<file path="src/rtl/instruction_package.sv">
`default_nettype none
// +--------------------------------------------------------------------+
// | instruction_package: regex-core instruction word layout and types |
// | Rev 1.0                                                            |
// +--------------------------------------------------------------------+
package instruction_package;

   localparam int INSTRUCTION_WIDTH      = 16;
   localparam int INSTRUCTION_TYPE_START = 13;
   localparam int INSTRUCTION_TYPE_END   = 15;
   localparam int INSTRUCTION_TYPE_WIDTH = INSTRUCTION_TYPE_END - INSTRUCTION_TYPE_START + 1;

   // Three-bit opcode field; all eight encodings are legal.
   typedef enum logic [INSTRUCTION_TYPE_WIDTH-1:0] {
      ACCEPT                = 3'd0,
      SPLIT                 = 3'd1,
      MATCH                 = 3'd2,
      JMP                   = 3'd3,
      END_WITHOUT_ACCEPTING = 3'd4,
      MATCH_ANY             = 3'd5,
      ACCEPT_PARTIAL        = 3'd6,
      NOT_MATCH             = 3'd7
   } instr_type;

endpackage
`default_nettype wire

</file>
<file path="src/rtl/rr_priority_encoder.sv">
`default_nettype none
// +--------------------------------------------------------------------+
// | rr_priority_encoder: first asserted request at or after ptr, wrap  |
// | Rev 1.0                                                            |
// +--------------------------------------------------------------------+
module rr_priority_encoder #(
   parameter int NUM_REQ = 4,
   parameter int IDX_W   = (NUM_REQ > 1) ? $clog2(NUM_REQ) : 1
) (
   input  logic [NUM_REQ-1:0] req_i,
   input  logic [IDX_W-1:0]   ptr_i,
   output logic [NUM_REQ-1:0] grant_o,
   output logic [IDX_W-1:0]   idx_o,
   output logic               any_o
);

   int j;

   always_comb begin
      grant_o = '0;
      idx_o   = '0;
      any_o   = 1'b0;
      j       = 0;
      for (int k = 0; k < NUM_REQ; k++) begin
         j = int'(ptr_i) + k;
         if (j >= NUM_REQ) j = j - NUM_REQ;
         if (!any_o && req_i[j]) begin
            any_o      = 1'b1;
            grant_o[j] = 1'b1;
            idx_o      = IDX_W'(j);
         end
      end
   end

endmodule
`default_nettype wire

</file>
<file path="src/rtl/instr_mem_arbiter.sv">
`default_nettype none
// +--------------------------------------------------------------------+
// | instr_mem_arbiter: round-robin shared instruction-memory fetch     |
// | Rev 1.0                                                            |
// +--------------------------------------------------------------------+
module instr_mem_arbiter
   import instruction_package::*;
#(
   parameter int NUM_REQ  = 4,
   parameter int PC_WIDTH = 8
) (
   input  logic                          clk,
   input  logic                          rst,
   input  logic [NUM_REQ-1:0]            req_valid,
   input  logic [NUM_REQ*PC_WIDTH-1:0]   req_pc,
   output logic [NUM_REQ-1:0]            req_ready,
   output logic                          mem_en,
   output logic [PC_WIDTH-1:0]           mem_addr,
   input  logic [INSTRUCTION_WIDTH-1:0]  mem_rdata,
   output logic [NUM_REQ-1:0]            resp_valid,
   output logic [INSTRUCTION_WIDTH-1:0]  resp_instr,
   output instr_type                     resp_itype,
   input  logic [NUM_REQ-1:0]            resp_ready
);

   localparam int IDX_W = $clog2(NUM_REQ);

   typedef enum logic [1:0] {
      IDLE     = 2'd0,
      WAIT_MEM = 2'd1,
      RESP     = 2'd2
   } state_e;

   state_e                       state_q, state_d;
   logic [IDX_W-1:0]             ptr_q, ptr_d;
   logic [IDX_W-1:0]             grant_q, grant_d;
   logic [INSTRUCTION_WIDTH-1:0] instr_q, instr_d;

   logic [NUM_REQ-1:0]           win_onehot;
   logic [IDX_W-1:0]             win_idx;
   logic                         win_any;

   rr_priority_encoder #(
      .NUM_REQ (NUM_REQ),
      .IDX_W   (IDX_W)
   ) u_rr (
      .req_i   (req_valid),
      .ptr_i   (ptr_q),
      .grant_o (win_onehot),
      .idx_o   (win_idx),
      .any_o   (win_any)
   );

   always_ff @(posedge clk or posedge rst) begin
      if (rst) begin
         state_q <= IDLE;
         ptr_q   <= '0;
         grant_q <= '0;
         instr_q <= '0;
      end else begin
         state_q <= state_d;
         ptr_q   <= ptr_d;
         grant_q <= grant_d;
         instr_q <= instr_d;
      end
   end

   always_comb begin
      state_d    = state_q;
      ptr_d      = ptr_q;
      grant_d    = grant_q;
      instr_d    = instr_q;
      req_ready  = '0;
      mem_en     = 1'b0;
      mem_addr   = '0;
      resp_valid = '0;
      case (state_q)
         IDLE: begin
            // Grant outputs are combinational, so they must be masked while reset is held.
            if (win_any && !rst) begin
               req_ready = win_onehot;
               mem_en    = 1'b1;
               mem_addr  = req_pc[win_idx*PC_WIDTH +: PC_WIDTH];
               grant_d   = win_idx;
               ptr_d     = (win_idx == IDX_W'(NUM_REQ-1)) ? '0 : win_idx + IDX_W'(1);
               state_d   = WAIT_MEM;
            end
         end
         WAIT_MEM: begin
            instr_d = mem_rdata;
            state_d = RESP;
         end
         RESP: begin
            resp_valid[grant_q] = 1'b1;
            if (resp_ready[grant_q]) state_d = IDLE;
         end
         default: state_d = IDLE;
      endcase
   end

   assign resp_instr = instr_q;
   assign resp_itype = instr_type'(instr_q[INSTRUCTION_TYPE_END:INSTRUCTION_TYPE_START]);

endmodule
`default_nettype wire
</file>
<file path="config.mk">
export PLATFORM = sky130hd
export DESIGN_NAME = instr_mem_arbiter
export DESIGN_NICKNAME = d
export VERILOG_FILES = /design/src/rtl/instruction_package.sv /design/src/rtl/rr_priority_encoder.sv /design/src/rtl/instr_mem_arbiter.sv
export SDC_FILE = /design/constraint.sdc
export NUM_CORES = 1
export LEC_CHECK = 0
export ABC_AREA = 1
export BUFFER_PORTS_ARGS = -buffer_cell sky130_fd_sc_hd__buf_2
export CORE_MARGIN = 3
export CORE_UTILIZATION = 40
export CTS_BUF_LIST = sky130_fd_sc_hd__clkbuf_16
export CTS_CLUSTER_DIAMETER = 150
export DETAILED_ROUTE_END_ITERATION = 7
export GPL_ROUTABILITY_DRIVEN = 0
export PLACE_DENSITY = 0.84
export REMOVE_ABC_BUFFERS = 1
export SLEW_MARGIN = 10
export SYNTH_ARGS = -nofsm -noshare
export SYNTH_HDL_FRONTEND = slang
export SYNTH_SLANG_ARGS = --single-unit
export TNS_END_PERCENT = 10
</file>
<file path="constraint.sdc">
create_clock -name clk -period 2 [get_ports clk]
set_clock_uncertainty 0.15 [all_clocks]
set_input_delay 0.2 -clock clk [delete_from_list [all_inputs] [get_ports clk]]
set_output_delay 0.2 -clock clk [all_outputs]
set_load 0.05 [all_outputs]
</file>
## Yosys cells after proc, flatten, opt, wreduce, memory -nomap -nowiden

Cells that the tools add are included.

| operators by class | value |
|---|---|
| add/sub/neg operators | 8 |
| order comparisons | 14 |
| equal/unequal tests | 5 |
| shift operators | 1 |
| multiplexer cells | 51 |
| bitwise logic cells | 3 |
| reductions and logical operators | 16 |

Operators with widths:

| kind | count |
|---|---|
| $ge A32 B1 Y1 const B | 4 |
| $lt A32 B4 Y1 const B | 4 |
| $mux W32 | 4 |
| $ge A32 B4 Y1 const B | 3 |
| $sub A32 B4 Y32 const B | 3 |
| $shiftx A32 B6 Y8 | 1 |
| $mux W4 | 7 |
| $mux W1 | 20 |
| $mux W8 | 2 |
| $mux W2 | 7 |
| $or A4 B4 Y4 | 3 |
| $bmux W1 S2 | 5 |
| $demux W1 S2 | 5 |
| $logic_and A1 B1 Y1 | 9 |
| $add A2 B2 Y3 const B | 2 |
| $pmux W2 S3 | 1 |
| $eq A2 B2 Y1 const B | 2 |
| $logic_not A1 Y1 | 4 |
| $ne A2 B2 Y1 const B | 2 |
| $reduce_and A2 Y1 | 2 |
| $sub A2 B3 Y4 const B | 1 |
| $add A2 B1 Y3 const B | 1 |
| $ge A2 B3 Y1 const B | 1 |
| $lt A2 B3 Y1 const B | 1 |
| other kinds (4) | 4 |

| storage, ports and cells | value |
|---|---|
| register bits | 22 |
| bits of input ports | 58 |
| output and inout port bits | 36 |
| word-level logic and storage cells | 102 |

## Logic depth before layout (Yosys ltp)

Gate-level depths: netlist (run 1).

| depth | value |
|---|---|
| depth in word-level cells | 18 |
| gate-level depth with buffers | 15 |
| depth with buffers taken out | 13 |

## Hierarchy

A second synthesis (run 1) with hierarchy kept.

| second synthesis, totals | value |
|---|---|
| cells, all modules | 286 |
| area, all modules | 1878.1 um2 |

Modules (own cells, without submodules):

| module | instances | cells each | area an instance (um2) | sequential area each (um2) |
|---|---|---|---|---|
| instr_mem_arbiter | 1 | 209 | 1417.6 | 550.5 |
| rr_priority_encoder | 1 | 77 | 460.4 | 0.0 |

## Worst setup path after synthesis (run 1)

Ideal clock, no wire load.

| timing path | value |
|---|---|
| path kind | reg-to-output |
| from | reg ptr_q[0] |
| to | out mem_addr[7] |
| data arrival time | 2.484 ns |
| data required time | 1.650 ns |
| setup slack | -0.834 ns |
| stages on the path, launching flop included | 14 |
| buffers on the path | 2 |
| path through | dfrtp_1 buf_6 inv_8 ha_1 inv_1 nand3_2 nand2_4 nand4_4 nand2_4 nand2_4 buf_6 nand2_1 nand3_1 a21oi_1 |

| on the way | value |
|---|---|
| cells in the longest elaborated chain, start to end | 18 |
| elaborated cells on any way between the ends | 45 |
| those cells by class | 7 x add/sub; 4 x order compare; 1 x shift; 26 x mux; 7 x reduce/logical |

Ends and longest elaborated chain:

| what | line | source |
|---|---|---|
| from (decl) | instr_mem_arbiter.sv:35 | `logic [IDX_W-1:0] ptr_q, ptr_d;` |
| from (signal assigned) | instr_mem_arbiter.sv:62 | `ptr_q <= ptr_d;` |
| parallel branches: the longest is 16 deep, another holds $sub A32 B4 Y32 | - |  |
| $mux W8 * | instr_mem_arbiter.sv:80 | `if (win_any && !rst) begin` |
| $mux W8 * | instr_mem_arbiter.sv:77 | `case (state_q)` |
| to (decl) | instr_mem_arbiter.sv:18 | `output logic [PC_WIDTH-1:0] mem_addr,` |

Every way passes the cells marked *. The select of a mux whose other input is x is not followed.

## Worst setup path after layout (run 1)

| timing path | value |
|---|---|
| from | reg ptr_q[0] |
| to | out mem_addr[5] |

Same word-level chain as after synthesis.

==> out/results.txt, run 1 <==
status - complete, but fails checks
violated checks - negative setup slack
die area - 0.00541 mm2
Port Buffer Count - 93
max-cap viol count - 0
YS warnings - 0
CTS Sinks - 22
ys flop type - dfrtp_1
worst min path class - in -> reg
largest net degree at the start of global routing - 23
commonest non-fill, non-tap cell in the layout - buf_2
first-pass GRT wire length - 8450 um
layout cells sized above 1 - 52.4%
root buf cell - clkbuf_16
Final Max Tran Viols - 0
startpoint types - flip-flop
CTS buffer count - 3
Final Instance Area - 0.00286 mm2
number of synthesized register bits - 22
clock slew at reported path FFs - 60 ps
row count - 23
antenna diode count - 0
TritonRoute pass-1 iters - 4
Total GRT Usage - 19.5%
WP data required - 1650 ps
Critical Path Start - ptr_q[0]
Via Count - 1,950
nets - 421
Critical Path AT - 2190 ps
ys async rst share - 100%
Area Growth Syn to Fin - 56.4%
Post-Syn Area - 0.00183 mm2
footprint of the multi-input gates - 0.00122 mm2
Remaining DRCs - 0
initial drt markers - 63
commonest non-fill, non-tap cells in the layout - buf_2, nand2_1, inv_1
Reg-to-Reg Start - ptr_q[0]
RSZ-0062 raised after global routing - true
CP Capture Point - mem_addr[5]
CTS tree - yes
cell count after synthesis - 242
critical path capture point type - primary output
crit path time final - 2540 ps
clk_lat worst skew - 250 ps
Post-synth EDFFs - 0
Die X - 73.6 um
Post-DRT Antenna Nets - 0
Die Y - 73.6 um
sequential share of the synthesized area - 30.1%
initial core utilization - 43.5%
worst r2r dst - ptr_q[0]
Fmax - 0.394 GHz
fin crit share - 127%
htree depth - 1
syn_area_per_cell - 7.55 um2
FF-to-FF setup slack - -220 ps
setup violators final - 16
drt wl/cell - 12.9 um
Worst R2R Path Depth - 14
Post-DP Area - 0.00245 mm2
DP HPWL - 3850 um
initial antenna violation count - 0
Max-Slew Margin vs Limit - 80.7%
Crit Path Max Fanout - 15
Reg area - 552 um2
Via density - 4.79
GR Overflow Total - 0
Synth cell types - 36
hold_ws - 28.8 ps
Worst-Margin Slew - 290 ps
clock tree buffer depth - 2
Hold Vio Cnt, Final - 0
Ports - 94
vias in the first global route - 1,913
fillcell total - 315
DRT Wirelength - 5250 um
Placeable Area - 0.00420 mm2
Crit Path Class - reg -> out
Final WS setup - -535 ps
[repair_timing]
| action | in CTS | in global routing |
|---|---|---|
| gates cloned | 1 | 1 |
| pin swaps | 16 | 15 |
| gates resized for setup | 53 | 22 |
| hold buffers | 1 | 0 |
| setup endpoints to repair | 18 | 18 |
| endpoints found under the hold margin | 22 | 0 |
| buffers inserted | 2 | 1 |
[synthesized netlist by cell type, types with 3 or more instances]
master / number / area (um2)
a21oi_1: 8 / 40.0
buf_4: 3 / 22.5
buf_6: 3 / 33.8
dfrtp_1: 22 / 551
ha_1: 4 / 50.1
inv_1: 41 / 154
mux2_2: 16 / 180
nand2_1: 54 / 203
nand2_2: 5 / 31.3
nand2_4: 5 / 56.3
nand3_1: 26 / 130
nand3_2: 4 / 40.0
nor2_1: 6 / 22.5
nor2_2: 5 / 31.3
nor3_1: 4 / 20.0
o21ai_0: 3 / 15.0
or2_0: 5 / 31.3
or2_1: 8 / 50.1
[per-stage QoR]
| stage | worst slack, ps | std cells | setup TNS (ps) | util [%] |
|---|---|---|---|---|
| after CTS | -556 | 405 | -6450 | 65.6 |
| after detailed placement | -523 | 398 | -6640 | 58.2 |
| final | -535 | 407 | -6670 | 68.0 |
| after global routing | -672 | 407 | -8740 | 68.0 |
| after global placement | -463 | 398 | -5660 | 58.2 |
| after floorplan | -945 | 234 | -9560 | - |
[per-layer routing]
layer | track usage, % | wire, um | up-vias
li1 | - | - | 1006
met1 | 23.8 | 2190 | 891
met2 | 37.4 | 2800 | 49
met3 | 2.05 | 197 | 4
met4 | 2.41 | 54 | 0
met5 | 0 | 0 | -
[state kept, by name (all words and copies together) (netlist names)]
register and cells:
grant_q 2, ptr_q 2, resp_instr 16, state_q 2
[worst max-delay path: stages (launching register included)]
cell and delay [ps]:
dfrtp_2 430, inv_8 40, ha_4 290, inv_4 50, nand3_4 70, nand2_8 80
nor2_4 150, nor2_4 60, nand2_4 150, nand2_8 110, or2_1 220, nand3_1 70
nand2_1 60, buf_6 150
[worst min path at each step]
stage / slack (ps) / cells after the start / from / endpoint
6_report: 30 / 2 / mem_rdata[4] / resp_instr[4]
5_1_grt: 30 / 2 / mem_rdata[4] / resp_instr[4]
3_3_place_gp: 190 / 3 / rst / ptr_q[1]
3_5_place_dp: 190 / 3 / rst / ptr_q[1]
2_1_floorplan: 70 / 1 / rst / grant_q[0]
4_1_cts: 30 / 2 / mem_rdata[11] / resp_instr[11]
[kinds of logic after synthesis]
| kind of cell | share of synthesized area (%) |
|---|---|
| simple gates | 37.5 |
| buf+inv | 13.3 |
| flops | 30.1 |
| compound gates | 5.89 |
| mux | 10.4 |
| fa+ha+maj | 2.74 |
[final cells by class]
cell class                 instances  area share [%]
clock buffer                       3            2.63
inverter                          45            6.53
multi-input combinational        169            42.8
sequential                        22            19.3
tap                               50            2.19
timing repair buffer             118            26.6
Power of run 1 is left out: the tool's default activity adds up to more than one toggle a clock period on the data nets, which glitch-free logic cannot reach.
==> run 2: changes to the inputs <==
--- a/config.mk
+++ b/config.mk
@@ -7,6 +7,7 @@
 export LEC_CHECK = 0
 export ABC_AREA = 1
 export BUFFER_PORTS_ARGS = -buffer_cell sky130_fd_sc_hd__buf_2
+export CORE_ASPECT_RATIO = 1.25
 export CORE_MARGIN = 3
 export CORE_UTILIZATION = 40
 export CTS_BUF_LIST = sky130_fd_sc_hd__clkbuf_16
==> run 2 against run 1 <==
Against the previous run: the flow still finishes with violations (negative setup slack); final cell count grew 4.2%; via count grew 8.2%; wire length grew 16%; non-clock buffer count grew 11; sequential share of layout area shrank 1.0 points; register-to-register slack gained 60 ps; largest cell class unchanged.
==> out/results.txt, run 2 (synthesis results as in run 1) <==
Crit Path Class - reg -> out
initial antenna violation count - 0 (unchanged)
root buf cell - clkbuf_16
Port Buffer Count - 93 (unchanged)
status - complete, but fails checks
layout cells sized above 1 - 57.1% (+4.7 points)
nets - 431 (+2.4%)
Crit Path Max Fanout - 3 (-12)
startpoint types - flip-flop
Area Growth Syn to Fin - 65.1%
critical path capture point type - primary output
CTS Sinks - 22 (unchanged)
placed cell count - 406 (+2.0%)
Fmax - 0.383 GHz (-3.0%)
clock tree buffer depth - 2 (unchanged)
WP data required - 1650 ps (about the same)
Total GRT Usage - 21.4% (+1.9 points)
crit path time final - 2610 ps (+78.8 ps)
violated checks - negative setup slack
row count - 26 (+13%)
largest net degree at the start of global routing - 23 (unchanged)
RSZ-0062 raised after global routing - true
vias in the first global route - 2,166 (+13%)
initial drt markers - 96 (+52%)
Ports - 94 (unchanged)
Die X - 66.4 um (-9.7%)
worst min path class - in -> reg
DRT Wirelength - 6070 um (+16%)
clock slew at reported path FFs - 60 ps (about the same)
Hold Vio Cnt, Final - 0 (unchanged)
TritonRoute pass-1 iters - 4 (unchanged)
Via Count - 2,109 (+8.2%)
setup violators final - 17 (+1)
Worst-Margin Slew - 282 ps (-7.83 ps)
Final WS setup - -614 ps (-78.8 ps)
DP HPWL - 4020 um (+4.4%)
commonest non-fill, non-tap cells in the layout - buf_2, nand2_1, inv_1
htree depth - 1 (unchanged)
initial core utilization - 43.2% (-0.28 points)
Final Max Tran Viols - 0 (unchanged)
die area - 0.00542 mm2 (about the same)
fin crit share - 131% (+3.9 points)
setup TNS - -7580 ps (-912 ps)
fillcell total - 307 (-2.5%)
Placeable Area - 0.00423 mm2 (+0.66%)
antenna diode count - 0 (unchanged)
Remaining DRCs - 0 (unchanged)
max reg flops - 16 (unchanged)
Post-DRT Antenna Nets - 0 (unchanged)
GR Overflow Total - 0 (unchanged)
Reg area - 552 um2 (unchanged)
footprint of the multi-input gates - 0.00125 mm2 (+2.8%)
Die Y - 81.6 um (+11%)
CTS tree - yes
Non-Filler Instances - 424 (+4.2%)
max-cap viol count - 0 (unchanged)
clk_lat worst skew - 250 ps (about the same)
commonest non-fill, non-tap cell in the layout - buf_2
drt wl/cell - 14.3 um (+11%)
Via density - 4.97 (+3.8%)
first-pass GRT wire length - 9270 um (+9.6%)
CTS buffer count - 3 (unchanged)
Critical Path AT - 2260 ps (+70 ps)
Max-Slew Margin vs Limit - 81.2% (+0.52 points)
run 2: cell count changes in the layout (fill, tap and decap cells not counted), sizes merged:
cell	before	now
clkinv	1	2
nand2	66	65
buf	117	128
run 2: cell type report:
class	instances	share of cell area [%]
Multi-Input combinational cell	168	41.6
Timing Repair Buffer	129	29.0
Sequential cell	22	18.3
Inverter	45	6.10
Clock buffer	3	2.49
Tap cell	56	2.32
Clock inverter	1	0.124
run 2: metrics by stage:
stage	hold slack (ps)	cell area (um2)	utilization (%)	setup WS [ps]
4_1_cts	24.8	2890	68.4	-563
6_report	26.4	3020	71.3	-614
5_1_grt	25.4	3020	71.3	-712
3_5_place_dp	191	2470	58.4	-534
2_1_floorplan	70.3	1760	-	-945
3_3_place_gp	191	2470	58.4	-491
run 2: routing by layer:
metal | global-route usage [%] | part of all wire, % | up-vias
met5 | 0 | 0 | -
met1 | 23.5 | 36 | 985
li1 | - | - | 1020
met3 | 4.65 | 5.9 | 19
met2 | 40.4 | 56 | 85
met4 | 6.71 | 2.0 | 0
run 2: worst max-delay path, cell delays in order, from the launching register on:
cell and delay, ps:
dfrtp_2 450, inv_8 80, ha_4 220, inv_4 70, buf_4 100, a21oi_1 40
a21boi_2 170, nand2_1 90, nor2_2 170, nor2_4 60, nor2_4 120, buf_6 130
nand3_2 70, nand2_2 70, buf_6 150
run 2: path summary, 6_finish.rpt:
kind / slack, ps / cells past startpoint / endpoint / from
hold / removal: 30 / 2 / resp_instr[2] / mem_rdata[2]
min in group asynchronous: 470 / 4 / state_q[1] / rst
hold reg to reg: 360 / 1 / resp_instr[8] / resp_instr[8]
setup reg to reg: -160 / 13 / ptr_q[0] / ptr_q[0]
setup / recovery: -610 / 14 / mem_addr[6] / ptr_q[0]
max in group asynchronous: 990 / 4 / ptr_q[0] / rst
run 2: repair_timing:
action,CTS,global route
hold buffers,1,0
hold endpoints to repair,22,0
buffers inserted,11,1
cloned,1,0
gates resized for setup,67,29
endpoints found under the setup margin,18,18
pin swaps,19,18
Power of run 2 is left out for the same reason.
